--- src/rtl/note_sched_pkg.sv ---
// Shared types and constants for the note scheduler: FSM state encoding,
// note index names and the note-select width helper.
package note_sched_pkg;

    typedef enum logic [2:0] {
        StIdle,
        StArm,
        StPlay,
        StDrain,
        StSustain
    } state_e;

    localparam int unsigned NOTE_C4 = 0;
    localparam int unsigned NOTE_D4 = 1;
    localparam int unsigned NOTE_E4 = 2;
    localparam int unsigned NOTE_F4 = 3;
    localparam int unsigned NOTE_G4 = 4;
    localparam int unsigned NOTE_A4 = 5;
    localparam int unsigned NOTE_B4 = 6;
    localparam int unsigned NOTE_C5 = 7;

    function automatic int unsigned note_w(input int unsigned num_notes);
        return (num_notes > 1) ? $clog2(num_notes) : 1;
    endfunction

endpackage

--- src/rtl/note_priority_enc.sv ---
// Combinational lowest-index priority encoder for synchronised key levels;
// index 0 (C4) has the highest priority.
module note_priority_enc #(
    parameter int unsigned NUM_NOTES = 8,
    parameter int unsigned NOTE_W    = 3
) (
    input  logic [NUM_NOTES-1:0] keys_i,
    output logic [NOTE_W-1:0]    winner_o,
    output logic                 any_key_o
);

    // Scanning downwards lets the lowest set index overwrite any higher one.
    always_comb begin
        winner_o = '0;
        for (int i = NUM_NOTES - 1; i >= 0; i--) begin
            if (keys_i[i]) begin
                winner_o = NOTE_W'(i);
            end
        end
    end

    assign any_key_o = |keys_i;

endmodule

--- src/rtl/note_scheduler.sv ---
// Arbitrates key requests onto one speaker, switching notes only in the low phase.
// Define NOTE_SCHED_SUSTAIN_EN to keep a released note sounding for SUSTAIN_CYCLES.
module note_scheduler
    import note_sched_pkg::*;
#(
    parameter int unsigned NUM_NOTES      = 8,
    parameter int unsigned SYNC_STAGES    = 2,
    parameter int unsigned SUSTAIN_CYCLES = 1000,
    localparam int unsigned NOTE_W        = note_w(NUM_NOTES)
) (
    input  logic                 CLK,
    input  logic                 RESET,
    input  logic [NUM_NOTES-1:0] KEYS,
    input  logic [NUM_NOTES-1:0] NOTE_CLKS,
    output logic                 SPEAKER,
    output logic [NOTE_W-1:0]    NOTE_SEL,
    output logic                 NOTE_VALID
);

    if (SYNC_STAGES < 2) begin : g_bad_sync
        $error("SYNC_STAGES must be at least 2");
    end
    if (SUSTAIN_CYCLES < 1) begin : g_bad_sustain
        $error("SUSTAIN_CYCLES must be at least 1");
    end

    logic [SYNC_STAGES-1:0][NUM_NOTES-1:0] sync_q, sync_d;
    logic [NUM_NOTES-1:0] keys_s;
    logic [NOTE_W-1:0]    winner;
    logic                 any_key;

    state_e            state_q, state_d;
    logic [NOTE_W-1:0] sel_q, sel_d;
    logic              speaker_q, speaker_d;
    logic              note_clk;
    logic              key_sel;

    assign sync_d = {sync_q[SYNC_STAGES-2:0], KEYS};
    assign keys_s = sync_q[SYNC_STAGES-1];

    note_priority_enc #(
        .NUM_NOTES (NUM_NOTES),
        .NOTE_W    (NOTE_W)
    ) u_prio (
        .keys_i    (keys_s),
        .winner_o  (winner),
        .any_key_o (any_key)
    );

    assign note_clk = NOTE_CLKS[sel_q];
    assign key_sel  = keys_s[sel_q];

`ifdef NOTE_SCHED_SUSTAIN_EN
    localparam int unsigned CNT_W = (SUSTAIN_CYCLES > 1) ? $clog2(SUSTAIN_CYCLES) : 1;
    logic [CNT_W-1:0] cnt_q, cnt_d;

    always_ff @(posedge CLK or posedge RESET) begin
        if (RESET) begin
            cnt_q <= '0;
        end else begin
            cnt_q <= cnt_d;
        end
    end
`endif

    always_comb begin
        state_d   = state_q;
        sel_d     = sel_q;
        speaker_d = 1'b0;
`ifdef NOTE_SCHED_SUSTAIN_EN
        cnt_d     = cnt_q;
`endif
        unique case (state_q)
            StIdle: begin
                if (any_key) begin
                    sel_d   = winner;
                    state_d = StArm;
                end
            end
            StArm: begin
                if (!key_sel) begin
                    state_d = StIdle;
                end else if (!note_clk) begin
                    state_d = StPlay;
                end
            end
            StPlay: begin
                speaker_d = note_clk;
                if (!key_sel || (winner < sel_q)) begin
`ifdef NOTE_SCHED_SUSTAIN_EN
                    if (!any_key) begin
                        state_d = StSustain;
                        cnt_d   = CNT_W'(SUSTAIN_CYCLES - 1);
                    end else begin
                        state_d = StDrain;
                    end
`else
                    state_d = StDrain;
`endif
                end
            end
`ifdef NOTE_SCHED_SUSTAIN_EN
            StSustain: begin
                speaker_d = note_clk;
                if (any_key || (cnt_q == '0)) begin
                    state_d = StDrain;
                end else begin
                    cnt_d = cnt_q - CNT_W'(1);
                end
            end
`endif
            // Keep following until the low phase so the last pulse is never cut short.
            StDrain: begin
                speaker_d = note_clk;
                if (!note_clk) begin
                    if (any_key) begin
                        sel_d   = winner;
                        state_d = StArm;
                    end else begin
                        state_d = StIdle;
                    end
                end
            end
            default: state_d = StIdle;
        endcase
    end

    always_ff @(posedge CLK or posedge RESET) begin
        if (RESET) begin
            sync_q    <= '0;
            state_q   <= StIdle;
            sel_q     <= NOTE_W'(NOTE_C4);
            speaker_q <= 1'b0;
        end else begin
            sync_q    <= sync_d;
            state_q   <= state_d;
            sel_q     <= sel_d;
            speaker_q <= speaker_d;
        end
    end

    assign SPEAKER    = speaker_q;
    assign NOTE_SEL   = sel_q;
    assign NOTE_VALID = (state_q == StPlay) || (state_q == StSustain);

endmodule

--- config.mk ---
export PLATFORM = sky130hd
export DESIGN_NAME = note_scheduler
export DESIGN_NICKNAME = d
export VERILOG_FILES = /design/src/rtl/note_sched_pkg.sv /design/src/rtl/note_priority_enc.sv /design/src/rtl/note_scheduler.sv
export SDC_FILE = /design/constraint.sdc
export NUM_CORES = 1
export LEC_CHECK = 0
export CAP_MARGIN = 20
export CELL_PAD_IN_SITES_DETAIL_PLACEMENT = 0
export CELL_PAD_IN_SITES_GLOBAL_PLACEMENT = 1
export CORE_ASPECT_RATIO = 1.1
export CORE_MARGIN = 2
export CORE_UTILIZATION = 38
export DETAILED_ROUTE_END_ITERATION = 16
export HOLD_SLACK_MARGIN = 0.06
export PLACE_DENSITY_LB_ADDON = 0.1
export SKIP_LAST_GASP = 1
export SYNTH_ARGS = -nofsm -noshare
export SYNTH_HDL_FRONTEND = slang
export SYNTH_SLANG_ARGS = --single-unit
--- constraint.sdc ---
create_clock -name CLK -period 2.6 [get_ports CLK]
set_input_delay 0.65 -clock CLK [delete_from_list [all_inputs] [get_ports CLK]]
set_output_delay 0.65 -clock CLK [all_outputs]
set_load 0.02 [all_outputs]
## Yosys cells after proc, flatten, opt, wreduce, memory -nomap -nowiden

Index checks and enable logic that the tools add are counted.

| storage, ports and cells | value |
|---|---|
| flip-flop bits (word level) | 23 |
| input port bits | 18 |
| output and inout bits | 5 |

| operators by class | value |
|---|---|
| order comparisons | 2 |
| equal/unequal tests | 8 |
| muxes and demuxes | 23 |
| reductions and logical operators | 9 |

Operators with widths:

| kind | number |
|---|---|
| $mux W3 | 15 |
| $pmux W3 S4 | 1 |
| $reduce_or A8 Y1 | 1 |
| $bmux W1 S3 | 2 |
| $eq A3 B2 Y1 const B | 2 |
| $ne A2 B2 Y1 const B | 3 |
| $pmux W3 S2 | 1 |
| $lt A3 B4 Y1 const B | 1 |
| $mux W1 | 4 |
| $reduce_and A4 Y1 | 1 |
| $eq A3 B1 Y1 const B | 1 |
| $eq A3 B3 Y1 const B | 1 |
| $logic_not A3 Y1 | 1 |
| $lt A3 B3 Y1 | 1 |
| $ne A3 B3 Y1 const B | 1 |
| $logic_or A1 B1 Y1 | 2 |
| $reduce_and A2 Y1 | 1 |
| $reduce_bool A2 Y1 | 1 |
| $reduce_or A2 Y1 | 1 |
| $logic_not A1 Y1 | 1 |

## Depth between registers and ports, before layout

Gate-level depths: netlist of the first run.

| depth | value |
|---|---|
| word-level depth | 12 |
| gate-level depth with buffers | 8 |
| mapped depth without buffers | 8 |

## Modules after synthesis

A second synthesis of the first run with hierarchy kept.

| second synthesis, totals | value |
|---|---|
| cell total of the unflattened synthesis | 81 |
| area total of the unflattened synthesis | 1017.2 µm² |

Modules (own cells, without submodules):

| module | times used | cells each | area an instance (µm²) | seq. area each (µm²) |
|---|---|---|---|---|
| note_scheduler | 1 | 68 | 935.9 | 550.5 |
| note_priority_enc | 1 | 13 | 81.3 | 0.0 |

## Worst setup path after synthesis of the first run

Ideal clock, no wire load.

| path | value |
|---|---|
| kind | input-to-reg |
| start point | in NOTE_CLKS[5] |
| end point | reg sel_q[0] (netlist: NOTE_SEL[0]) |
| arrival time | 1.858 ns |
| data required time | 2.476 ns |
| setup slack | 0.618 ns |
| stages on the path | 5 |
| buffers on the path | 0 |
| cells stage by stage | mux4_2 mux2i_4 nand2_4 mux2i_1 a211o_2 |

| on the way | value |
|---|---|
| word-level cells in the longest chain between the ends | 4 |

RTL lines:

| element | line | source |
|---|---|---|
| from (decl) | note_scheduler.sv:14 | `input logic [NUM_NOTES-1:0] NOTE_CLKS,` |
| $bmux W1 S3 | note_scheduler.sv:50 | `assign note_clk = NOTE_CLKS[sel_q];` |
| $mux W1 (not written as such) | note_scheduler.sv:50 |  |
| $ne A2 B2 Y1 (no source line) | n/a |  |
| $reduce_and A2 Y1 (no source line) | n/a |  |
| to (signal assigned) | note_scheduler.sv:132 | `sel_q <= NOTE_W'(NOTE_C4);` |
| to (signal assigned) | note_scheduler.sv:137 | `sel_q <= sel_d;` |
| to (decl) | note_scheduler.sv:33 | `logic [NOTE_W-1:0] sel_q, sel_d;` |

Every way passes these cells. The select of a mux whose other input is x is not followed.
A chain may end at the register's enable or synchronous reset.

## Worst setup path after layout of the first run

| path | value |
|---|---|
| start point | reg state_q[1] |
| end point | out NOTE_VALID |

| on the way | value |
|---|---|
| word-level cells in the longest chain between the ends | 2 |
| elaborated cells between the ends (all ways) | 3 |
| those cells by class | eq/ne: 2; reduce/logical: 1 |

RTL lines:

| element | line | source |
|---|---|---|
| from (decl) | note_scheduler.sv:32 | `state_e state_q, state_d;` |
| from (signal assigned) | note_scheduler.sv:131 | `state_q <= StIdle;` |
| from (signal assigned) | note_scheduler.sv:136 | `state_q <= state_d;` |
| $eq A3 B2 Y1 or $eq A3 B3 Y1 (tied branches) | note_scheduler.sv:144 | `assign NOTE_VALID = (state_q == StPlay) \|\| (state_q == StSustain);` |
| $logic_or A1 B1 Y1 * | note_scheduler.sv:144 |  |
| to (decl) | note_scheduler.sv:17 | `output logic NOTE_VALID` |

Mark *: on every way between the ends. The rest lies on a longest branch, timed or not.

==> flow_metrics.py, run 1 <==
metrics = {
    "timing": {
        "setup_tns_ps": 0,
        "finalCriticalPeriod_ps": 2371,
        "tightest_slew_ps": 383.3,
        "max_slew_margin_pct": 74.45,
        "fin_crit_sh_pct": 91.18,
        "rsz0062_at_grt": "no",
        "drv_slew": 0,
        "skew_ps": 10.38,
        "report.final.setup_viol": 0,
        "clock.fmax_mhz": 421.8,
        "finalHoldViolCount": 0,
    },
    "clocking": {
        "clock_latency_ps": 300,
        "cts_buffer_depth": 2,
        "clkSlewWorstSetupHoldPaths_ps": 100,
        "ctsHoldBuffers": 0,
        "cts_tree": "yes",
        "cts_buffers": 3,
        "cts_resized": 0,
        "root_buffer": "clkbuf_4",
        "cts.sinks": 22,
        "h-tree-depth": 1,
        "cts_post_setup_buffers_inserted": 0,
    },
    "cells_and_area": {
        "drive_gt1_share_pct": 10.71,
        "area_growth_pct": 27.55,
        "fillers": 235,
        "antenna_cells": 0,
        "nNetsFinal": 134,
    },
    "floorplanning": {
        "die-area_mm2": 0.003146,
        "die_h_um": 58.63,
        "core_mm2": 0.002544,
        "die_w_um": 53.67,
        "rows": 19,
        "initial_core_util_pct": 40.53,
        "ios": 23,
    },
    "synth": {
        "synth_top_area_share_pct": 53.40,
        "ys_ff_latch": 22,
        "synth.area.top_cells": "dfrtp_1, mux4_1, mux4_2, nor2_1, o21ai_0",
        "syn_area_mm2": 0.001031,
        "synth.area.mux_share_pct": 16.02,
        "ys_async_sr_fraction_pct": 100.0,
        "synth_warnings": 0,
        "synth_cell_types": 30,
        "synth_compound_area_share_pct": 12.62,
        "synthXorXnorAreaFrac_pct": 0,
        "yosys.area_share.simple_pct": 11.41,
        "netlist_instances": 87,
        "synth_top_family_by_area": "multiplexers",
        "synth_nets": 107,
        "synth_edf_count": 0,
        "ys_seq_area_share_pct": 53.40,
        "synth_top_cell_by_area": "dfrtp_1",
        "synth_ff_type": "dfrtp_1",
        "avgSynthCellArea_um2": 11.85,
        "synth_fa_ha_area_share_pct": 2.427,
    },
    "routing": {
        "num_vias": 729,
        "route.detailed.drc": 0,
        "drtAntennaViolNets": 0,
        "firstDrtPassIters": 4,
        "wl_per_cell_um": 12.73,
        "detail_route.wirelength_mm": 1.821,
        "vias_per_cell": 5.098,
        "drt_iter0_drc": 19,
    },
    "critical_path": {
        "start_kind": "flip-flop",
        "end_kind": "output pin",
        "cpPeakStageDelay_ps": 610,
        "crit_slowest_cell": "clkdlybuf4s50_1",
        "path_cells": "inv_1 > nor2_1 > clkdlybuf4s50_1",
        "crit_start": "state_q[1]",
        "critPathMaxFanout": 12,
        "crit_type": "flip-flop to output pin",
        "reg2reg_from": "NOTE_SEL[0]",
        "critPathRequiredTime_ps": 1950,
        "worstPathArrival_ps": 1720,
    },
    "pwr": {
        "p_per_area_mw_per_mm2": 877.5,
        "total_power_mw": 1.154,
        "p_leak_nw": 0.5714,
        "ir_drop_mv": 0.4977,
    },
    "global_route": {
        "antenna_found_initial": 0,
        "grt_pass1_wl_mm": 3.360,
        "grt_max_degree": 23,
        "overflow": 0,
        "track_usage_pct": 14.44,
        "grt_pass1_vias": 784,
    },
    "worst_hold_path": {
        "hold_path_class": "flip-flop to flip-flop",
        "min_from": "sync_d[11]",
    },
    "job": {
        "drv_cap": 0,
    },
    "placement": {
        "gp_congestion": 0.7977,
        "hpwl_mm": 1.421,
        "io_buffers": 22,
    },
    "status": {
        "status": "completed",
    },
}
[cell usage after synthesis (all sizes together), types with 2 or more instances]
master  count
nor4        2
mux2i       4
mux4        4
o21ai       7
nand2       7
o31ai       2
buf         2
inv         6
ha          2
nor2       11
nor2b       3
dfrtp      22
a21oi       2
[worst max-delay path, delay by kind of cell (launching register included)]
family / cells / cell delay [ps]
DFF: 1 / 590
and+or+nand+nor: 1 / 110
buffers and inverters: 2 / 730
[logic make-up (layout without fill, tap and decap cells)]
kind of cell | after synthesis | after routing
compound gates | 20 | 20
fa+ha+maj | 2 | 2
buf+inv | 9 | 34
flops | 22 | 22
mux | 9 | 9
simple gates | 25 | 25
[sequential cells by signal, summed over array words and instances (netlist names)]
register and flops:
keys_s 8, SPEAKER 1, sync_d 8, state_q 2, NOTE_SEL 3
[area by class of cell]
type | count | area (µm²) | area share, %
Clock buffer | 3 | 22.52 | 1.713
Inverter | 6 | 22.52 | 1.713
Multi-Input combinational cell | 56 | 437.9 | 33.30
Sequential cell | 22 | 550.5 | 41.86
Tap cell | 31 | 38.79 | 2.950
Timing Repair Buffer | 25 | 242.7 | 18.46
[per-stage QoR]
step	instance area (µm²)	hold slack (ps)	setup WS, ps	util (%)	std cells
after detailed placement	1292	334.7	124.9	50.81	140
after floorplan	1031	331.2	618.0	-	87
after global routing	1315	369.9	87.73	51.70	143
after CTS	1315	361.1	208.1	51.70	143
final	1315	356.9	229.3	51.70	143
after global placement	1292	331.2	155.4	50.81	140
[cell usage in the layout (no fill, tap or decap), drive strengths merged]
cell,instances
a21boi,1
o31ai,2
mux4,4
nand2,7
and2,1
clkdlybuf4s50,22
a21o,1
o21bai,1
o21a,1
a311oi,1
o21ai,7
mux2,1
nor3,1
buf,3
o22ai,1
nor2,11
dfrtp,22
inv,6
mux2i,4
ha,2
a31oi,1
a21oi,2
clkbuf,3
nor2b,3
nor4,2
a221oi,1
a211o,1
[power breakdown]
group	internal [mW]	switching, mW
clock	0.0540	0.0935
sequential	0.400	0.0996
combinational	0.275	0.232
total	0.729	0.425
[path summary, 6_finish.rpt]
path / end / slack [ps] / depth (start not counted)
worst max-delay path: NOTE_VALID / 230 / 3
worst min-delay path: keys_s[3] / 360 / 0
worst max register to register: NOTE_SEL[0] / 570 / 5
worst min register to register: keys_s[3] / 360 / 0
max in group asynchronous: sync_d[9] / 1710 / 3
min in group asynchronous: SPEAKER / 660 / 3
[routing by layer]
| layer | global-route usage (%) | up-vias | share of wire [%] |
|---|---|---|---|
| li1 | - | 357 | - |
| met1 | 16.61 | 351 | 44 |
| met2 | 26.13 | 17 | 51 |
| met3 | 3.046 | 4 | 3.4 |
| met4 | 4.396 | 0 | 1.2 |
| met5 | 0 | - | 0 |
Power figures use the tool's default switching activity.
==> inputs of run 2 (changes only) <==
--- a/config.mk
+++ b/config.mk
@@ -13,7 +13,7 @@
 export CORE_UTILIZATION = 38
 export DETAILED_ROUTE_END_ITERATION = 16
 export HOLD_SLACK_MARGIN = 0.06
-export PLACE_DENSITY_LB_ADDON = 0.1
+export PLACE_DENSITY = 0.79
 export SKIP_LAST_GASP = 1
 export SYNTH_ARGS = -nofsm -noshare
 export SYNTH_HDL_FRONTEND = slang
==> flow_metrics.py, run 2 (synthesis results as in run 1) <==
metrics = {
    "worst_hold_path": {
        "hold_path_class": "flip-flop to flip-flop",
    },
    "cells_and_area": {
        "antenna_cells": 0,
        "final_cells": 143,
        "area_growth_pct": 27.55,
        "nNetsFinal": 134,
        "drive_gt1_share_pct": 10.71,
        "design_area_mm2": 0.001315,
        "final_cell_mix": "dfrtp_1, clkdlybuf4s50_1, nor2_1",
        "utilization_pct": 51.70,
    },
    "floorplanning": {
        "initial_core_util_pct": 40.53,
        "ios": 23,
        "die_w_um": 53.67,
        "die_h_um": 58.63,
        "rows": 19,
        "die-area_mm2": 0.003146,
        "core_mm2": 0.002544,
    },
    "clocking": {
        "root_buffer": "clkbuf_4",
        "cts_buffers": 3,
        "cts_tree": "yes",
        "ctsHoldBuffers": 0,
        "cts.sinks": 22,
        "h-tree-depth": 1,
        "cts_buffer_depth": 2,
        "clkSlewWorstSetupHoldPaths_ps": 110,
        "clock_latency_ps": 300,
        "cts_resized": 0,
        "cts_post_setup_buffers_inserted": 0,
    },
    "global_route": {
        "grt_pass1_vias": 766,
        "overflow": 0,
        "antenna_found_initial": 0,
        "grt_pass1_wl_mm": 3.249,
        "track_usage_pct": 14.38,
        "grt_max_degree": 23,
    },
    "timing": {
        "fin_crit_sh_pct": 92.70,
        "skew_ps": 2.239,
        "report.final.setup_viol": 0,
        "rsz0062_at_grt": "no",
        "drv_slew": 0,
        "finalHoldViolCount": 0,
        "finalCriticalPeriod_ps": 2410,
        "tightest_slew_ps": 382.7,
        "max_slew_margin_pct": 74.49,
        "setup_tns_ps": 0,
        "clock.fmax_mhz": 414.9,
    },
    "job": {
        "drv_cap": 0,
    },
    "pwr": {
        "p_leak_nw": 0.5714,
        "intPower_uw": 728.9,
        "p_switching_uw": 430.6,
        "ir_drop_mv": 0.4932,
        "power_frac_comb_pct": 43.8,
        "clockPowerShare_pct": 13.1,
        "total_power_mw": 1.159,
        "swShare_pct": 37.14,
        "p_per_area_mw_per_mm2": 881.7,
        "pwr-share-seq_pct": 43.1,
    },
    "placement": {
        "gp_congestion": 0.7587,
        "hpwl_mm": 1.504,
        "dp.cells": 140,
        "io_buffers": 22,
        "placed_cell_area_mm2": 0.001292,
    },
    "critical_path": {
        "start_kind": "flip-flop",
        "end_kind": "output pin",
        "critPathMaxFanout": 12,
        "cpPeakStageDelay_ps": 610,
        "crit_slowest_cell": "clkdlybuf4s50_1",
        "worstPathArrival_ps": 1760,
        "crit_type": "flip-flop to output pin",
        "path_cells": "inv_1 > nor2_1 > clkdlybuf4s50_1",
        "critPathRequiredTime_ps": 1950,
    },
    "routing": {
        "wl_per_cell_um": 13.40,
        "detail_route.wirelength_mm": 1.916,
        "drt_iter0_drc": 10,
        "num_vias": 749,
        "drtAntennaViolNets": 0,
        "vias_per_cell": 5.238,
        "firstDrtPassIters": 4,
        "route.detailed.drc": 0,
    },
    "status": {
        "status": "completed",
    },
}
## run 2: cell counts in the layout (fill, tap and decap cells not counted)
Identical to the previous run, type by type.
## run 2: stage by stage
step	hold slack [ps]	setup slack [ps]
2_1_floorplan	331.2	618.0
3_3_place_gp	331.6	167.0
3_5_place_dp	334.7	140.0
4_1_cts	362.1	194.7
5_1_grt	379.9	83.86
6_report	359.0	189.8
## run 2: cell type report
cell class                 instances  area [µm²]
fill                             226        1229
sequential                        22       550.5
multi-input combinational         56       437.9
timing repair buffer              25       242.7
tap                               31       38.79
clock buffer                       3       22.52
inverter                           6       22.52
## run 2: per-layer routing
layer / vias up / routed length [µm] / global-route usage, %
li1: 361 / - / -
met1: 363 / 798 / 17.08
met2: 20 / 1011 / 24.91
met3: 5 / 80 / 3.046
met4: 0 / 26 / 5.495
met5: - / 0 / 0
## run 2: power groups by stage
stage          Combinational (mW)  Sequential [mW]  Clock (mW)
2_1_floorplan               0.395            0.479           0
5_1_grt                     0.559            0.512       0.172
3_5_place_dp                0.512            0.508           0
4_1_cts                     0.514            0.501       0.157
6_report                    0.508            0.500       0.152
3_3_place_gp                0.505            0.505           0
## run 2: worst paths after layout
| check | start | endpoint | slack [ps] | cells after the start |
|---|---|---|---|---|
| max | state_q[1] | NOTE_VALID | 190 | 3 |
| min | sync_d[14] | keys_s[6] | 360 | 0 |
| max reg2reg | NOTE_SEL[0] | NOTE_SEL[0] | 570 | 5 |
| max in group asynchronous | RESET | NOTE_SEL[1] | 1740 | 3 |
| min reg2reg | sync_d[14] | keys_s[6] | 360 | 0 |
| min in group asynchronous | RESET | sync_d[14] | 650 | 3 |
## run 2: worst max-delay path: cells and delay by family, from the launching register on
| family | cells | cell delay [ps] |
|---|---|---|
| buffers and inverters | 2 | 740 |
| flip-flops | 1 | 590 |
| AND/OR/NAND/NOR | 1 | 120 |
